## src/rtl/mmio_disp_io.sv

```systemverilog
// mmio_disp_io
// Memory-mapped I/O block for the SOPC data-RAM bus. It drives an N-digit
// multiplexed seven-segment display and exposes synchronised switches and
// debounced push-buttons with sticky, write-1-to-clear rising-edge flags.
//
// Ports:
//   clk, rst         single clock, synchronous active-high reset
//   ce, we           bus select and write strobe (write = ce & we)
//   addr             byte address, only addr[4:2] selects a register
//   sel              byte enables for writes
//   data_i, data_o   write data / combinational read data (0 when not reading)
//   btn, switch      raw asynchronous inputs
//   an               active-low digit anodes
//   led              active-low segments, [7] = dp, [6:0] = g..a
//
// Register map (addr[4:2]): 0 DISP, 1 CTRL, 2 SW, 3 BTN_LVL, 4 BTN_EDGE,
// 5..7 read as zero and ignore writes.
module mmio_disp_io #(
  parameter int NUM_DIGITS      = 4,
  parameter int NUM_BTN         = 3,
  parameter int SW_WIDTH        = 16,
  parameter int SCAN_DIV        = 50000,
  parameter int DEBOUNCE_CYCLES = 100000
) (
  input  logic                  clk,
  input  logic                  rst,
  input  logic                  ce,
  input  logic                  we,
  input  logic [31:0]           addr,
  input  logic [3:0]            sel,
  input  logic [31:0]           data_i,
  output logic [31:0]           data_o,
  input  logic [NUM_BTN-1:0]    btn,
  input  logic [SW_WIDTH-1:0]   switch,
  output logic [NUM_DIGITS-1:0] an,
  output logic [7:0]            led
);

  localparam int DISP_W = 4 * NUM_DIGITS;
  localparam int IDX_W  = (NUM_DIGITS > 1) ? $clog2(NUM_DIGITS) : 1;
  localparam int PRE_W  = $clog2(SCAN_DIV);
  localparam int DEB_W  = $clog2(DEBOUNCE_CYCLES);

  localparam logic [PRE_W-1:0] PRE_LAST = PRE_W'(SCAN_DIV - 1);
  localparam logic [IDX_W-1:0] IDX_LAST = IDX_W'(NUM_DIGITS - 1);
  localparam logic [DEB_W-1:0] DEB_LAST = DEB_W'(DEBOUNCE_CYCLES - 1);

  localparam logic [2:0] REG_DISP     = 3'd0;
  localparam logic [2:0] REG_CTRL     = 3'd1;
  localparam logic [2:0] REG_SW       = 3'd2;
  localparam logic [2:0] REG_BTN_LVL  = 3'd3;
  localparam logic [2:0] REG_BTN_EDGE = 3'd4;

  logic [DISP_W-1:0]     disp_reg;
  logic [NUM_DIGITS-1:0] en_reg;
  logic [NUM_DIGITS-1:0] dp_reg;
  logic [SW_WIDTH-1:0]   sw_s1, sw_s2;
  logic [NUM_BTN-1:0]    btn_s1, btn_s2, btn_lvl, btn_edge;
  logic [NUM_BTN-1:0]    edge_rise, edge_clr;
  logic [DEB_W-1:0]      deb_cnt [NUM_BTN];
  logic [PRE_W-1:0]      presc;
  logic [IDX_W-1:0]      idx;

  logic [2:0]  reg_sel;
  logic        wr_en;
  logic [31:0] wmask;
  logic [31:0] ctrl_word;
  logic [31:0] disp_merged;
  logic [31:0] ctrl_merged;
  logic        unused_bits;

  assign reg_sel = addr[4:2];
  assign wr_en   = ce & we;
  assign wmask   = {{8{sel[3]}}, {8{sel[2]}}, {8{sel[1]}}, {8{sel[0]}}};

  // CTRL as seen on the bus: enables in the low byte, decimal points from bit 8.
  always_comb begin
    ctrl_word = '0;
    ctrl_word[NUM_DIGITS-1:0] = en_reg;
    ctrl_word[8 +: NUM_DIGITS] = dp_reg;
  end

  // Byte-lane merge of write data into the current register image.
  assign disp_merged = (32'(disp_reg) & ~wmask) | (data_i & wmask);
  assign ctrl_merged = (ctrl_word & ~wmask) | (data_i & wmask);

  // Only the enabled byte lanes of the W1C mask may clear flags.
  assign edge_clr = (wr_en && reg_sel == REG_BTN_EDGE) ?
                    (data_i[NUM_BTN-1:0] & wmask[NUM_BTN-1:0]) : '0;

  // A button's level rises on exactly the edge where its debounce counter
  // expires while the synced input is high and the level is still low.
  always_comb begin
    edge_rise = '0;
    for (int b = 0; b < NUM_BTN; b++) begin
      edge_rise[b] = ~btn_lvl[b] & btn_s2[b] & (deb_cnt[b] == DEB_LAST);
    end
  end

  // Decoded addresses outside addr[4:2] and register bits above the
  // implemented width are intentionally ignored.
  assign unused_bits = ^{addr[31:5], addr[1:0], disp_merged, ctrl_merged};

  function automatic logic [6:0] hex7seg(input logic [3:0] v);
    case (v)
      4'h0: hex7seg = 7'b0111111;
      4'h1: hex7seg = 7'b0000110;
      4'h2: hex7seg = 7'b1011011;
      4'h3: hex7seg = 7'b1001111;
      4'h4: hex7seg = 7'b1100110;
      4'h5: hex7seg = 7'b1101101;
      4'h6: hex7seg = 7'b1111101;
      4'h7: hex7seg = 7'b0000111;
      4'h8: hex7seg = 7'b1111111;
      4'h9: hex7seg = 7'b1101111;
      4'hA: hex7seg = 7'b1110111;
      4'hB: hex7seg = 7'b1111100;
      4'hC: hex7seg = 7'b0111001;
      4'hD: hex7seg = 7'b1011110;
      4'hE: hex7seg = 7'b1111001;
      default: hex7seg = 7'b1110001;
    endcase
  endfunction

  // Bus-writable registers and sticky edge flags; a new rising edge takes
  // priority over a simultaneous clear of the same bit.
  always_ff @(posedge clk) begin
    if (rst) begin
      disp_reg <= '0;
      en_reg   <= '1;
      dp_reg   <= '0;
      btn_edge <= '0;
    end else begin
      if (wr_en && reg_sel == REG_DISP) begin
        disp_reg <= disp_merged[DISP_W-1:0];
      end
      if (wr_en && reg_sel == REG_CTRL) begin
        en_reg <= ctrl_merged[NUM_DIGITS-1:0];
        dp_reg <= ctrl_merged[8 +: NUM_DIGITS];
      end
      btn_edge <= (btn_edge & ~edge_clr) | edge_rise;
    end
  end

  // Two-flop synchronisers and per-button debounce counters.
  always_ff @(posedge clk) begin
    if (rst) begin
      sw_s1   <= '0;
      sw_s2   <= '0;
      btn_s1  <= '0;
      btn_s2  <= '0;
      btn_lvl <= '0;
      for (int b = 0; b < NUM_BTN; b++) begin
        deb_cnt[b] <= '0;
      end
    end else begin
      sw_s1  <= switch;
      sw_s2  <= sw_s1;
      btn_s1 <= btn;
      btn_s2 <= btn_s1;
      for (int b = 0; b < NUM_BTN; b++) begin
        if (btn_s2[b] == btn_lvl[b]) begin
          deb_cnt[b] <= '0;
        end else if (deb_cnt[b] == DEB_LAST) begin
          btn_lvl[b] <= btn_s2[b];
          deb_cnt[b] <= '0;
        end else begin
          deb_cnt[b] <= deb_cnt[b] + 1'b1;
        end
      end
    end
  end

  // Digit scanner; an/led are registered from the index and registers as
  // they stand before this edge, so changes show one cycle later.
  always_ff @(posedge clk) begin
    if (rst) begin
      presc <= '0;
      idx   <= '0;
      an    <= '1;
      led   <= 8'hFF;
    end else begin
      if (presc == PRE_LAST) begin
        presc <= '0;
        idx   <= (idx == IDX_LAST) ? '0 : idx + 1'b1;
      end else begin
        presc <= presc + 1'b1;
      end
      an  <= en_reg[idx] ? ~(NUM_DIGITS'(1) << idx) : '1;
      led <= {~dp_reg[idx], ~hex7seg(disp_reg[4*idx +: 4])};
    end
  end

  // Combinational read mux.
  always_comb begin
    data_o = '0;
    if (ce && !we) begin
      case (reg_sel)
        REG_DISP:     data_o = 32'(disp_reg);
        REG_CTRL:     data_o = ctrl_word;
        REG_SW:       data_o = 32'(sw_s2);
        REG_BTN_LVL:  data_o = 32'(btn_lvl);
        REG_BTN_EDGE: data_o = 32'(btn_edge);
        default:      data_o = '0;
      endcase
    end
  end

endmodule

```

## config.mk

```make
export PLATFORM = sky130hd
export DESIGN_NAME = mmio_disp_io
export DESIGN_NICKNAME = d
export VERILOG_FILES = /design/src/rtl/mmio_disp_io.sv
export SDC_FILE = /design/constraint.sdc
export NUM_CORES = 1
export LEC_CHECK = 0
export BUFFER_PORTS_ARGS = -buffer_cell sky130_fd_sc_hd__buf_2
export CAP_MARGIN = 0
export CORE_ASPECT_RATIO = 0.7
export CORE_MARGIN = 4
export CORE_UTILIZATION = 50
export DETAILED_ROUTE_END_ITERATION = 7
export PLACE_DENSITY = 0.7
export SLEW_MARGIN = 25
export SYNTH_ARGS = -nofsm -noshare
export SYNTH_HDL_FRONTEND = slang
export SYNTH_SLANG_ARGS = --single-unit
```

## constraint.sdc

```tcl
create_clock -name clk -period 2.3 [get_ports clk]
set_input_delay 0.46 -clock clk [delete_from_list [all_inputs] [get_ports clk]]
set_output_delay 0.46 -clock clk [all_outputs]
set_load 0.02 [all_outputs]
```

==> run summary <==
The internal portion of the total power is 4.58 mW. Setup repair after global routing left no endpoint under its margin. The count of yosys warnings during synthesis was 0.

Summed over all cells, the static leakage comes to 3.21 nW. The die is 151 um wide. Of all flip-flops after synthesis, the portion carrying an async set or reset was 0%. The run gives 63 as the number of library cell types mapped by synthesis. Core area: 13900 um^2. The predominant post-synthesis flop cell is sky130_fd_sc_hd__dfxtp_1. STA classifies the critical path startpoint as a primary input. Clock tree synthesis found a total of 149 sinks. The tools report the smallest hold slack as 230 ps. The number of antenna diodes in the final layout is 0. The number of flops mapped to enable cells by yosys was 51; the period utilization was 92.0%.

In this run the vertical extent of the chip is 108 um. Detailed placement ended at an HPWL of 11.0 mm. The detailed-routing iteration count for the pre-antenna-repair pass was 5; the effective utilization at floorplan was 51.2%.

The logs give 0 for the count of nets left with antenna violations after detail routing and 135 for the boundary pin count. The clock-pin slew reported for the worst setup and hold paths after clock tree synthesis was 70 ps; the number of clock buffers inserted by TritonCTS was 17. In this run the tightest slew margin relative to its limit is 65.1%.

In the routed design, unresolved DRC markers number 0. After detailed routing, the average wire length per cell comes to 14.8 um. Using the TritonRoute via totals, the vias-per-cell ratio works out to 5.23. In this run the number of H-tree levels came out at 4. The logs give 3500 um^2 for the area of combinational cells with multiple inputs and 1165 for the count of filler cells inserted in the layout. The final setup skew was 10.6 ps; the maximum clock rate was 0.472 GHz. The overall overflow remaining after global route was 0; the proportion of total power due to net switching was 24.3%.

Setup violations remaining at the end of the flow were counted as 0. For met3 alone, demand over resource in global routing was 5.18%. For this design the total switching power over the nets is 1.47 mW. The run gives 0 as the post-cts resize count. For this design the ratio of total power to cell area is 717 nW/um^2. VDD sags by at most 0.000469 V. The most heavily used metal layer in global routing was met2. Part of the power in combinational logic: 5.3%. The worst setup path is captured at an output pin.

The endpoint required time on the critical path is 1840 ps. The critical path starts at addr[3]. In this run the deepest clock path goes through 2 buffers. Entering global routing, the biggest net connects 56 pins. In the global route stage, overall resource usage came out at 19.8%. The placed standard-cell area came out at 7830 um^2. The final layout contains 930 nets. After clock tree synthesis, the flow added hold-fix buffers numbering 0. Max-cap violations in this run came to 0. After synthesis, the mean cell area works out to 10.3 um^2. The hold violation total from the final report is 0, and the total negative setup slack is 0 ps. The count of buffers inserted at the top-level ports came out at 71.

The tools report the routed wire length as 15.2 mm. The clock network is responsible for 47.3% of the overall power. At the worst endpoint, the arrival time is 1660 ps. The die covers 16300 um^2.

The critical path class is in -> out. The number of max-slew violations in the final report was 0; the final critical path time including I/O delays and setup was 2120 ps. The path depth of the worst reg2reg path is 6.

The tools report the post-synthesis instance area as 7130 um^2. The first global-routing pass estimated 25.4 mm of wire. Maximum fanout count along the critical path: 6. The via count of the first global-routing pass was 5288; the number of antenna violations at the first check in global routing was 0.

The number of cells on the worst hold path works out to 2. The run finished with clean final reports. Cells with a size suffix above 1 make up 18.1% of the layout. For the number of buffers added for setup after CTS, the log shows 0. The number of core rows came out at 36. The layout-stage area growth over the synthesis result was 18.3%.

Power comes to 6.05 mW. Clock latency on the worst-skew pair, taken at its later pin, is 430 ps. Including well taps, the total number of placed cells is 994. The instance count of the mapped netlist is 695. The CTS root buffer was sky130_fd_sc_hd__clkbuf_16.

The fraction of met2 tracks used by global routing came out at 31.2%. The tightest min-delay check is of the in -> reg type. In this run the critical register-to-register path is launched from deb_cnt[2][0]. The met1 track demand over resource is 27.0%.

Registers take 3490 um^2. The final design area excluding fillers was 8440 um^2; the measured slew at the worst slew-check pin was 523 ps. The first-iteration detailed-routing DRC count was 350; the share of synthesized area occupied by flip-flops and latches was 49.0%. For the final weighted congestion in routability-driven placement, the log shows 0.935.

The finished layout holds 1026 standard cells, fillers aside. TritonCTS built the clock tree. The number of vias after detailed routing was 5361; the part of the power in registers was 47.4%. Startpoint of the lowest-slack hold path: switch[10]. The number of register bits inferred by synthesis works out to 149.
==> area by class of cell <==
cell class	instances	area share, %
Multi-Input combinational cell	544	41.5
Timing Repair Buffer	95	6.35
Inverter	16	0.712
Clock buffer	17	5.04
Sequential cell	149	41.4
Clock inverter	15	2.20
Tap cell	190	2.82
==> power by group through the flow <==
stage / Clock (mW) / Combinational (mW) / Sequential (mW)
floorplan: 0 / 0.228 / 2.91
global placement: 0 / 0.309 / 2.92
detailed placement: 0 / 0.316 / 2.92
CTS: 2.90 / 0.318 / 2.87
global route: 3.02 / 0.358 / 2.88
finish: 2.86 / 0.321 / 2.87
==> layer usage <==
metal	wire, um	part of all wire, %
met4	150	0.99
met1	7300	48
met2	6900	45
met5	0	0
met3	844	5.6
==> worst max-delay path, stage by stage <==
cell	delay [ps]
sky130_fd_sc_hd__buf_2	130
sky130_fd_sc_hd__buf_4	170
sky130_fd_sc_hd__nor3b_1	270
sky130_fd_sc_hd__buf_4	190
sky130_fd_sc_hd__a21oi_1	80
sky130_fd_sc_hd__a21oi_1	150
sky130_fd_sc_hd__buf_2	190
==> through the flow <==
stage | utilization [%] | setup WS (ps)
floorplan | - | 196
global placement | 56.3 | 152
detailed placement | 56.3 | 138
CTS | 60.7 | 117
global route | 60.6 | 79.7
finish | 60.6 | 183
==> logic make-up (layout without fill, tap and decap cells) <==
logic type	Yosys count	count (layout)	share of synthesized area [%]
and+or+nand+nor	300	300	23.5
DFF	149	149	49.0
AOI/OAI and AO/OA	72	72	6.33
buffers and inverters	67	143	5.26
xor gates and xnor gates	46	46	5.65
muxes	43	43	7.39
adders and majority gates	16	16	2.81
other	2	67	0.105
==> placed cells by master (no fill, tap or decap), types with 5 or more instances in the layout <==
| cell type | count |
|---|---|
| sky130_fd_sc_hd__nor2_4 | 8 |
| sky130_fd_sc_hd__edfxtp_1 | 51 |
| sky130_fd_sc_hd__and3_1 | 12 |
| sky130_fd_sc_hd__or3_1 | 13 |
| sky130_fd_sc_hd__mux2i_1 | 35 |
| sky130_fd_sc_hd__nor2_1 | 85 |
| sky130_fd_sc_hd__buf_2 | 71 |
| sky130_fd_sc_hd__buf_4 | 24 |
| sky130_fd_sc_hd__conb_1 | 67 |
| sky130_fd_sc_hd__nor2b_1 | 39 |
| sky130_fd_sc_hd__nand4_1 | 26 |
| sky130_fd_sc_hd__and4_1 | 8 |
| sky130_fd_sc_hd__a22oi_1 | 12 |
| sky130_fd_sc_hd__o21ai_0 | 11 |
| sky130_fd_sc_hd__dfxtp_1 | 98 |
| sky130_fd_sc_hd__nor4bb_1 | 6 |
| sky130_fd_sc_hd__clkbuf_16 | 17 |
| sky130_fd_sc_hd__a21oi_1 | 29 |
| sky130_fd_sc_hd__xor2_1 | 36 |
| sky130_fd_sc_hd__nand3_1 | 31 |
| sky130_fd_sc_hd__ha_1 | 16 |
| sky130_fd_sc_hd__inv_6 | 5 |
| sky130_fd_sc_hd__nor3_1 | 9 |
| sky130_fd_sc_hd__nand2_1 | 31 |
| sky130_fd_sc_hd__inv_1 | 15 |
| sky130_fd_sc_hd__xnor2_1 | 10 |
==> path summary, 6_finish.rpt <==
path / to / slack, ps
worst min register to register: sw_s2[4] / 440
worst min-delay path: sw_s1[10] / 230
worst max register to register: deb_cnt[2][15] / 210
worst max-delay path: data_o[2] / 180
==> Yosys cell counts, drive strengths merged, types with 3 or more instances <==
cell,n,area share [%]
xnor2,10,1.2
xor2,36,4.4
ha,16,2.8
and4,9,1.1
nand3,31,2.2
edfxtp,51,21
nand4,26,2.3
o21ai,14,1.1
nor3b,3,0.39
nand3b,4,0.42
nor3,9,0.63
buf,35,3.6
a22oi,12,1.3
a21oi,29,2.0
nor2,95,5.9
nor4bb,6,0.84
o31ai,4,0.42
nor2b,39,3.4
nand2,32,1.7
clkbuf,16,0.86
or3,13,1.1
dfxtp,98,28
or4,3,0.32
mux2i,35,4.9
inv,15,0.79
mux4,6,2.1
and2,4,0.35
and3,12,1.1
nor4,5,0.65
No activity file was read; power rests on OpenSTA's default activity.
